<file path="src/rtl/mem_access_if.sv">
// EX-to-MEM request bundle and MEM-to-WB writeback packet.
// The master side is the EX stage (or bench); the slave side is the MEM stage.
interface mem_access_if #(
  parameter int ADDR_W = 8
);
  logic              ex_valid;
  logic [31:0]       ex_addr;
  logic [31:0]       ex_store_data;
  logic              ex_load_instr;
  logic              ex_store_instr;
  logic              ex_byte;
  logic [3:0]        ex_rd;
  logic              ex_rf_enable;
  logic              init_we;
  logic [ADDR_W-1:0] init_addr;
  logic [7:0]        init_data;
  logic              stall;
  logic              wb_valid;
  logic [31:0]       wb_data;
  logic [3:0]        wb_rd;
  logic              wb_rf_enable;

  modport master (
    output ex_valid, ex_addr, ex_store_data, ex_load_instr, ex_store_instr,
           ex_byte, ex_rd, ex_rf_enable, init_we, init_addr, init_data,
    input  stall, wb_valid, wb_data, wb_rd, wb_rf_enable
  );

  modport slave (
    input  ex_valid, ex_addr, ex_store_data, ex_load_instr, ex_store_instr,
           ex_byte, ex_rd, ex_rf_enable, init_we, init_addr, init_data,
    output stall, wb_valid, wb_data, wb_rd, wb_rf_enable
  );
endinterface

</file>
<file path="src/rtl/mem_access_stage.sv">
// MEM pipeline stage: byte-wide big-endian data RAM, one byte per cycle,
// with a one-cycle writeback pulse towards WB.
module mem_access_stage #(
  parameter int ADDR_W = 8
) (
  input  logic         clk,
  input  logic         reset,
  mem_access_if.slave  bus
);
  localparam logic [0:0] ST_IDLE   = 1'b0;
  localparam logic [0:0] ST_ACCESS = 1'b1;

  logic [0:0]        state;
  logic [1:0]        cnt;
  logic [ADDR_W-1:0] base;
  logic [31:0]       st_data;
  logic [31:0]       hold;
  logic              is_load;
  logic              is_byte;
  logic [3:0]        rd;
  logic              rf_en;

  logic [7:0]        ram [2**ADDR_W];

  logic [ADDR_W-1:0] cur_addr;
  logic [7:0]        rd_byte;
  logic [7:0]        st_byte;
  logic              last;
  logic              mem_op;
  logic              ram_we;
  logic [ADDR_W-1:0] ram_waddr;
  logic [7:0]        ram_wdata;

  assign cur_addr  = base + ADDR_W'(cnt);
  assign rd_byte   = ram[cur_addr];
  assign last      = is_byte ? (cnt == 2'd0) : (cnt == 2'd3);
  assign mem_op    = bus.ex_load_instr | bus.ex_store_instr;
  assign bus.stall = (state != ST_IDLE);

  // Word stores go out most significant byte first.
  always_comb begin
    st_byte = st_data[7:0];
    if (!is_byte) begin
      case (cnt)
        2'd0:    st_byte = st_data[31:24];
        2'd1:    st_byte = st_data[23:16];
        2'd2:    st_byte = st_data[15:8];
        default: st_byte = st_data[7:0];
      endcase
    end
  end

  // NOTE: every output of an always_comb gets a default first, so no path
  // leaves a value unassigned and no latch is inferred.
  always_comb begin
    ram_we    = 1'b0;
    ram_waddr = cur_addr;
    ram_wdata = st_byte;
    if (!reset) begin
      if (state == ST_ACCESS && !is_load) begin
        ram_we = 1'b1;
      end else if (state == ST_IDLE && !bus.ex_valid && bus.init_we) begin
        ram_we    = 1'b1;
        ram_waddr = bus.init_addr;
        ram_wdata = bus.init_data;
      end
    end
  end

  // NOTE: the RAM has no reset so it maps onto memory primitives; contents
  // survive a pipeline reset by design.
  always_ff @(posedge clk) begin
    if (ram_we) ram[ram_waddr] <= ram_wdata;
  end

  // NOTE: sequential state uses non-blocking assignments only, so every
  // flop samples the values from before the edge.
  always_ff @(posedge clk) begin
    if (reset) begin
      state            <= ST_IDLE;
      cnt              <= 2'd0;
      bus.wb_valid     <= 1'b0;
      bus.wb_data      <= 32'd0;
      bus.wb_rd        <= 4'd0;
      bus.wb_rf_enable <= 1'b0;
    end else begin
      bus.wb_valid <= 1'b0;
      case (state)
        ST_IDLE: begin
          if (bus.ex_valid && !mem_op) begin
            bus.wb_valid     <= 1'b1;
            bus.wb_data      <= bus.ex_addr;
            bus.wb_rd        <= bus.ex_rd;
            bus.wb_rf_enable <= bus.ex_rf_enable;
          end else if (bus.ex_valid) begin
            // Word accesses are forced onto a 4-byte boundary, so they never wrap.
            base    <= bus.ex_byte ? bus.ex_addr[ADDR_W-1:0]
                                   : {bus.ex_addr[ADDR_W-1:2], 2'b00};
            st_data <= bus.ex_store_data;
            is_load <= bus.ex_load_instr;
            is_byte <= bus.ex_byte;
            rd      <= bus.ex_rd;
            rf_en   <= bus.ex_rf_enable;
            hold    <= 32'd0;
            cnt     <= 2'd0;
            state   <= ST_ACCESS;
          end
        end
        default: begin
          if (is_load) hold <= {hold[23:0], rd_byte};
          if (last) begin
            state            <= ST_IDLE;
            cnt              <= 2'd0;
            bus.wb_valid     <= 1'b1;
            bus.wb_rd        <= rd;
            bus.wb_rf_enable <= is_load & rf_en;
            if (is_load) bus.wb_data <= {hold[23:0], rd_byte};
          end else begin
            cnt <= cnt + 2'd1;
          end
        end
      endcase
    end
  end
endmodule
</file>
<file path="src/flat_wrapper.sv">
// flat-port wrapper written by rule: the top's interface ports become plain ports
module mem_access_stage_flat 
#(
  parameter int ADDR_W = 8
)
  (clk, reset, bus_ex_valid, bus_ex_addr, bus_ex_store_data, bus_ex_load_instr, bus_ex_store_instr, bus_ex_byte, bus_ex_rd, bus_ex_rf_enable, bus_init_we, bus_init_addr, bus_init_data, bus_stall, bus_wb_valid, bus_wb_data, bus_wb_rd, bus_wb_rf_enable);
  mem_access_if #(.ADDR_W(ADDR_W)) bus_i ();
  input  logic clk;
  input  logic reset;
  input wire logic [$bits(bus_i.ex_valid)-1:0] bus_ex_valid;
  input wire logic [$bits(bus_i.ex_addr)-1:0] bus_ex_addr;
  input wire logic [$bits(bus_i.ex_store_data)-1:0] bus_ex_store_data;
  input wire logic [$bits(bus_i.ex_load_instr)-1:0] bus_ex_load_instr;
  input wire logic [$bits(bus_i.ex_store_instr)-1:0] bus_ex_store_instr;
  input wire logic [$bits(bus_i.ex_byte)-1:0] bus_ex_byte;
  input wire logic [$bits(bus_i.ex_rd)-1:0] bus_ex_rd;
  input wire logic [$bits(bus_i.ex_rf_enable)-1:0] bus_ex_rf_enable;
  input wire logic [$bits(bus_i.init_we)-1:0] bus_init_we;
  input wire logic [$bits(bus_i.init_addr)-1:0] bus_init_addr;
  input wire logic [$bits(bus_i.init_data)-1:0] bus_init_data;
  output wire logic [$bits(bus_i.stall)-1:0] bus_stall;
  output wire logic [$bits(bus_i.wb_valid)-1:0] bus_wb_valid;
  output wire logic [$bits(bus_i.wb_data)-1:0] bus_wb_data;
  output wire logic [$bits(bus_i.wb_rd)-1:0] bus_wb_rd;
  output wire logic [$bits(bus_i.wb_rf_enable)-1:0] bus_wb_rf_enable;
  assign bus_i.ex_valid = bus_ex_valid;
  assign bus_i.ex_addr = bus_ex_addr;
  assign bus_i.ex_store_data = bus_ex_store_data;
  assign bus_i.ex_load_instr = bus_ex_load_instr;
  assign bus_i.ex_store_instr = bus_ex_store_instr;
  assign bus_i.ex_byte = bus_ex_byte;
  assign bus_i.ex_rd = bus_ex_rd;
  assign bus_i.ex_rf_enable = bus_ex_rf_enable;
  assign bus_i.init_we = bus_init_we;
  assign bus_i.init_addr = bus_init_addr;
  assign bus_i.init_data = bus_init_data;
  assign bus_stall = bus_i.stall;
  assign bus_wb_valid = bus_i.wb_valid;
  assign bus_wb_data = bus_i.wb_data;
  assign bus_wb_rd = bus_i.wb_rd;
  assign bus_wb_rf_enable = bus_i.wb_rf_enable;
  mem_access_stage #(.ADDR_W(ADDR_W)) u_core (.clk(clk), .reset(reset), .bus(bus_i));
endmodule
</file>
<file path="config.mk">
export PLATFORM = sky130hd
export DESIGN_NAME = mem_access_stage_flat
export DESIGN_NICKNAME = d
export VERILOG_FILES = /design/src/rtl/mem_access_if.sv /design/src/rtl/mem_access_stage.sv /design/src/flat_wrapper.sv
export SDC_FILE = /design/constraint.sdc
export NUM_CORES = 2
export LEC_CHECK = 0
export CELL_PAD_IN_SITES_DETAIL_PLACEMENT = 1
export CELL_PAD_IN_SITES_GLOBAL_PLACEMENT = 1
export CORE_MARGIN = 2
export CORE_UTILIZATION = 50
export CTS_BUF_LIST = sky130_fd_sc_hd__clkbuf_8 sky130_fd_sc_hd__clkbuf_16
export CTS_CLUSTER_DIAMETER = 40
export DETAILED_ROUTE_END_ITERATION = 16
export GPL_ROUTABILITY_DRIVEN = 0
export PLACE_DENSITY_LB_ADDON = 0.1
export SYNTH_ARGS = -nofsm -noshare
export SYNTH_HDL_FRONTEND = slang
export SYNTH_SLANG_ARGS = --single-unit
</file>
<file path="constraint.sdc">
create_clock -name clk -period 16.4 [get_ports clk]
set_clock_uncertainty 0.2 [all_clocks]
set_input_delay 3.28 -clock clk [delete_from_list [all_inputs] [get_ports clk]]
set_output_delay 3.28 -clock clk [all_outputs]
set_load 0.1 [all_outputs]
</file>
==> flow_metrics.env <==
export IMPL_outcome="finished clean"
export IMPL_startpoint_type="flop"
export IMPL_crit_arrival_ps=7380
export IMPL_drc_errors=0
export IMPL_hpwlAfterDp_um=146400
export IMPL_hold_ws_ps=280.9
export IMPL_syn_area_per_cell_um2=19.94
export IMPL_path_class="reg2reg"
export IMPL_drv_cap=0
export IMPL_rsz0062_at_grt="false"
export IMPL_synth_compound_area_share_pct=3.179
export IMPL_p_per_area_mw_per_mm2=138.5
export IMPL_clk_pin_slew_ps=50
export IMPL_critPathMaxStageDelay_ps=1220
export IMPL_synth_top_area_share_pct=74.91
export IMPL_fp_dieW_um=416.2
export IMPL_synthCells=4261
export IMPL_core_region_area_mm2=0.1691
export IMPL_finalCriticalPeriod_ps=6977
export IMPL_synthFlopType="edfxtp_1"
export IMPL_r2r_cells=12
export IMPL_synth_edf_count=2119
export IMPL_cpLargestDelayFamily="compound AO/OA/AOI/OAI gates"
export IMPL_cp_end_kind="flop"
export IMPL_r2r_start="u_core.cnt[0]"
export IMPL_p_clk_share_pct=48.1
export IMPL_cts_tree="done"
export IMPL_worst_pin_slew_ps=1348
export IMPL_clk_root_buffer_cell="clkbuf_16"
export IMPL_crit_top_cell="nand2_1"
export IMPL_antenna_left=0
export IMPL_critPathRequiredTime_ps=16800
export IMPL_hold_path_class="reg2reg"
export IMPL_start_util_pct=50.23
export IMPL_slowest_stage="fa_4"
export IMPL_crit_chain="ha_4 > inv_1 > fa_4 > buf_4 > buf_12 > mux4_2 > nand2_1 > nand3_1 > a32o_1 > a221oi_1 > a2bb2oi_1 > nand2_1"
export IMPL_power_switching_mw=3.158
export IMPL_pwr_share_comb_pct=6.8
export IMPL_syn2layout_area_growth_pct=16.41
export IMPL_grt_max_degree=134
export IMPL_cts_hold_buffers=0
export IMPL_p_leak_nw=31.43
export IMPL_insertion_delay_ps=930
export IMPL_synth_xor_area_share_pct=0.08101
export IMPL_seq_area_mm2=0.06445
export IMPL_fin_cells=6971
export IMPL_fin_crit_sh_pct=42.55
export IMPL_fillers=14100
export IMPL_grt_overflow_total=0
export IMPL_synthTopCellsByArea="edfxtp_1 (75%), mux4_2 (13%), nor2_1 (1.5%)"
export IMPL_hold_start="u_core.bus.wb_rd[1]"
export IMPL_num_rows=151
export IMPL_layout_common_cells="edfxtp_1 (2119), mux4_2 (497), nor2_1 (337)"
export IMPL_synthArstFlopShare_pct=0
export IMPL_drt_iter0_drc=5211
export IMPL_p_seq_share_pct=45.1
export IMPL_synthAdderAreaFrac_pct=0.1119
export IMPL_synth_top_family_by_area="multiplexers"
export IMPL_h_tree_depth=5
export IMPL_setup_viol_count_final=0
export IMPL_clkSinkCount=2160
export IMPL_synthesis_nets=4360
export IMPL_post_drt_wl_per_cell_um=35.03
export IMPL_synth_mux_area_share_pct=14.99
export IMPL_ios=131
export IMPL_cts_setup_buffers=0
export IMPL_critPathLaunch="u_core.cnt[0]"
export IMPL_p_int_mw=10.53
export IMPL_grt_pass1_wl_um=350000
export IMPL_cts_path_max_buffers=4
export IMPL_multi_input_area_mm2=0.01924
export IMPL_synthSimpleGateAreaFrac_pct=3.968
export IMPL_dp_cells=6434
export IMPL_fin_nets=4628
export IMPL_hold_violations=0
export IMPL_dr_pass1_iters=5
export IMPL_die_area_mm2=0.1732
export IMPL_final_max_slew_violation_count=0
export IMPL_grt_pass1_vias=45870
export IMPL_fin_util_pct=58.48
export IMPL_synth_top_cell_by_area="edfxtp_1"
export IMPL_ys_seq_area_share_pct=75.88
export IMPL_io_buffer_count=130
export IMPL_hold_depth=2
export IMPL_cts_resized_gates=0
export IMPL_die_h_um=416.2
export IMPL_fmax_mhz=143.3
export IMPL_final_area_mm2=0.09888
export IMPL_sw_frac_of_total_pct=23.06
export IMPL_final_common_cell="edfxtp_1"
export IMPL_synth_seq_cells=2160
export IMPL_num_vias=44550
export IMPL_drt_wl_total_um=244200
export IMPL_reg2reg_slack_ps=9420
export IMPL_synth_cell_types=79
export IMPL_grtUsageTotal_pct=28.43
export IMPL_timing_slew_headroom_pct=10.13
export IMPL_finalSetupTns_ps=0
export IMPL_vdd_drop_max_uv=114.9
export IMPL_postPlaceCellArea_mm2=0.08865
export IMPL_ys_warn_count=0
export IMPL_vias_per_cell=6.390
export IMPL_cp_max_fo=116
export IMPL_layout_drive_gt1_share_pct=23.97
export IMPL_worst_path_buf_inv=3
export IMPL_worstSetupPathDepth=12
export IMPL_cts_buffers=311
export IMPL_syn_area_mm2=0.08494
export IMPL_antenna_found_initial=10
## flip-flops by register name (all words and copies together) (netlist names)
name / flops
u_core.bus.wb_valid: 1
u_core.is_byte: 1
u_core.rf_en: 1
u_core.hold: 24
u_core.st_data: 32
u_core.base: 8
u_core.bus.stall: 1
u_core.bus.wb_rf_enable: 1
u_core.cnt: 2
u_core.bus.wb_rd: 4
u_core.rd: 4
u_core.ram: 2048
u_core.bus.wb_data: 32
u_core.is_load: 1
## layer usage
layer	vias up	track usage, %	share of wire [%]
met5	-	0	0.0053
met4	2	9.596	3.4
met3	467	5.935	8.2
met2	2154	43.79	47
met1	23820	40.87	42
li1	18110	-	-
## power groups by stage
| stage | Sequential, mW | Combinational (mW) | Clock, mW |
|---|---|---|---|
| after global routing | 6.17 | 0.986 | 6.87 |
| final | 6.17 | 0.936 | 6.58 |
| after floorplan | 6.45 | 0.511 | 0 |
| after CTS | 6.17 | 0.944 | 6.67 |
| after detailed placement | 6.29 | 0.940 | 0 |
| after global placement | 6.28 | 0.932 | 0 |
## metrics by stage
stage / setup slack (ps) / power (mW)
after CTS: 9515 / 13.78
after global placement: 8747 / 7.216
final: 9423 / 13.69
after detailed placement: 8699 / 7.225
after global routing: 9309 / 14.02
after floorplan: 53.10 / 6.962
## cell usage after synthesis (7+ instances only)
cell and n:
buf_4 46, mux4_2 497, nand2_1 313, mux2i_1 104, a21oi_1 48, buf_1 14
nor2_1 338, o221ai_1 12, a211oi_1 44, edfxtp_1 2119, o221a_2 12, nor2b_1 7
clkbuf_1 107, mux4_1 15, o21ai_0 56, nand3b_1 7, a222oi_1 8, buf_6 17
nand4_1 7, nand3_1 77, a31oi_1 23, buf_2 83, dfxtp_1 41, and3_1 13
a32o_1 26, mux2_2 9, inv_1 23, o211ai_1 15, a221oi_1 18, and2_1 25
o2111ai_1 7
## cell type report
type                       count  share of cell area [%]
sequential                  2160                   65.18
timing repair buffer         224                   2.113
tap                         2218                   2.807
inverter                      23                 0.08731
antenna                        1                0.002531
multi-input combinational   1809                   19.46
clock inverter               215                   2.249
clock buffer                 321                   8.101
## path summary, 6_finish.rpt
| kind | endpoint |
|---|---|
| max reg2reg | u_core.hold[6] |
| max | u_core.hold[6] |
| min reg2reg | u_core.bus.wb_rd[1] |
| min | u_core.bus.wb_rd[1] |
## kinds of logic (layout without fill, tap and decap cells)
logic type,count (synthesis),after routing
buffers and inverters,292,783
flip-flops,2160,2160
AO/OA/AOI/OAI,358,358
AND/OR/NAND/NOR,812,812
other,0,1
adder cells (fa/ha/maj),7,7
multiplexers,625,625
XOR/XNOR,7,7
## worst min-delay path: stages, from the launching register on
cell	delay [ps]
dfxtp_1	320
a21oi_1	60
nor2_1	70
Power figures use the tool's default switching activity.
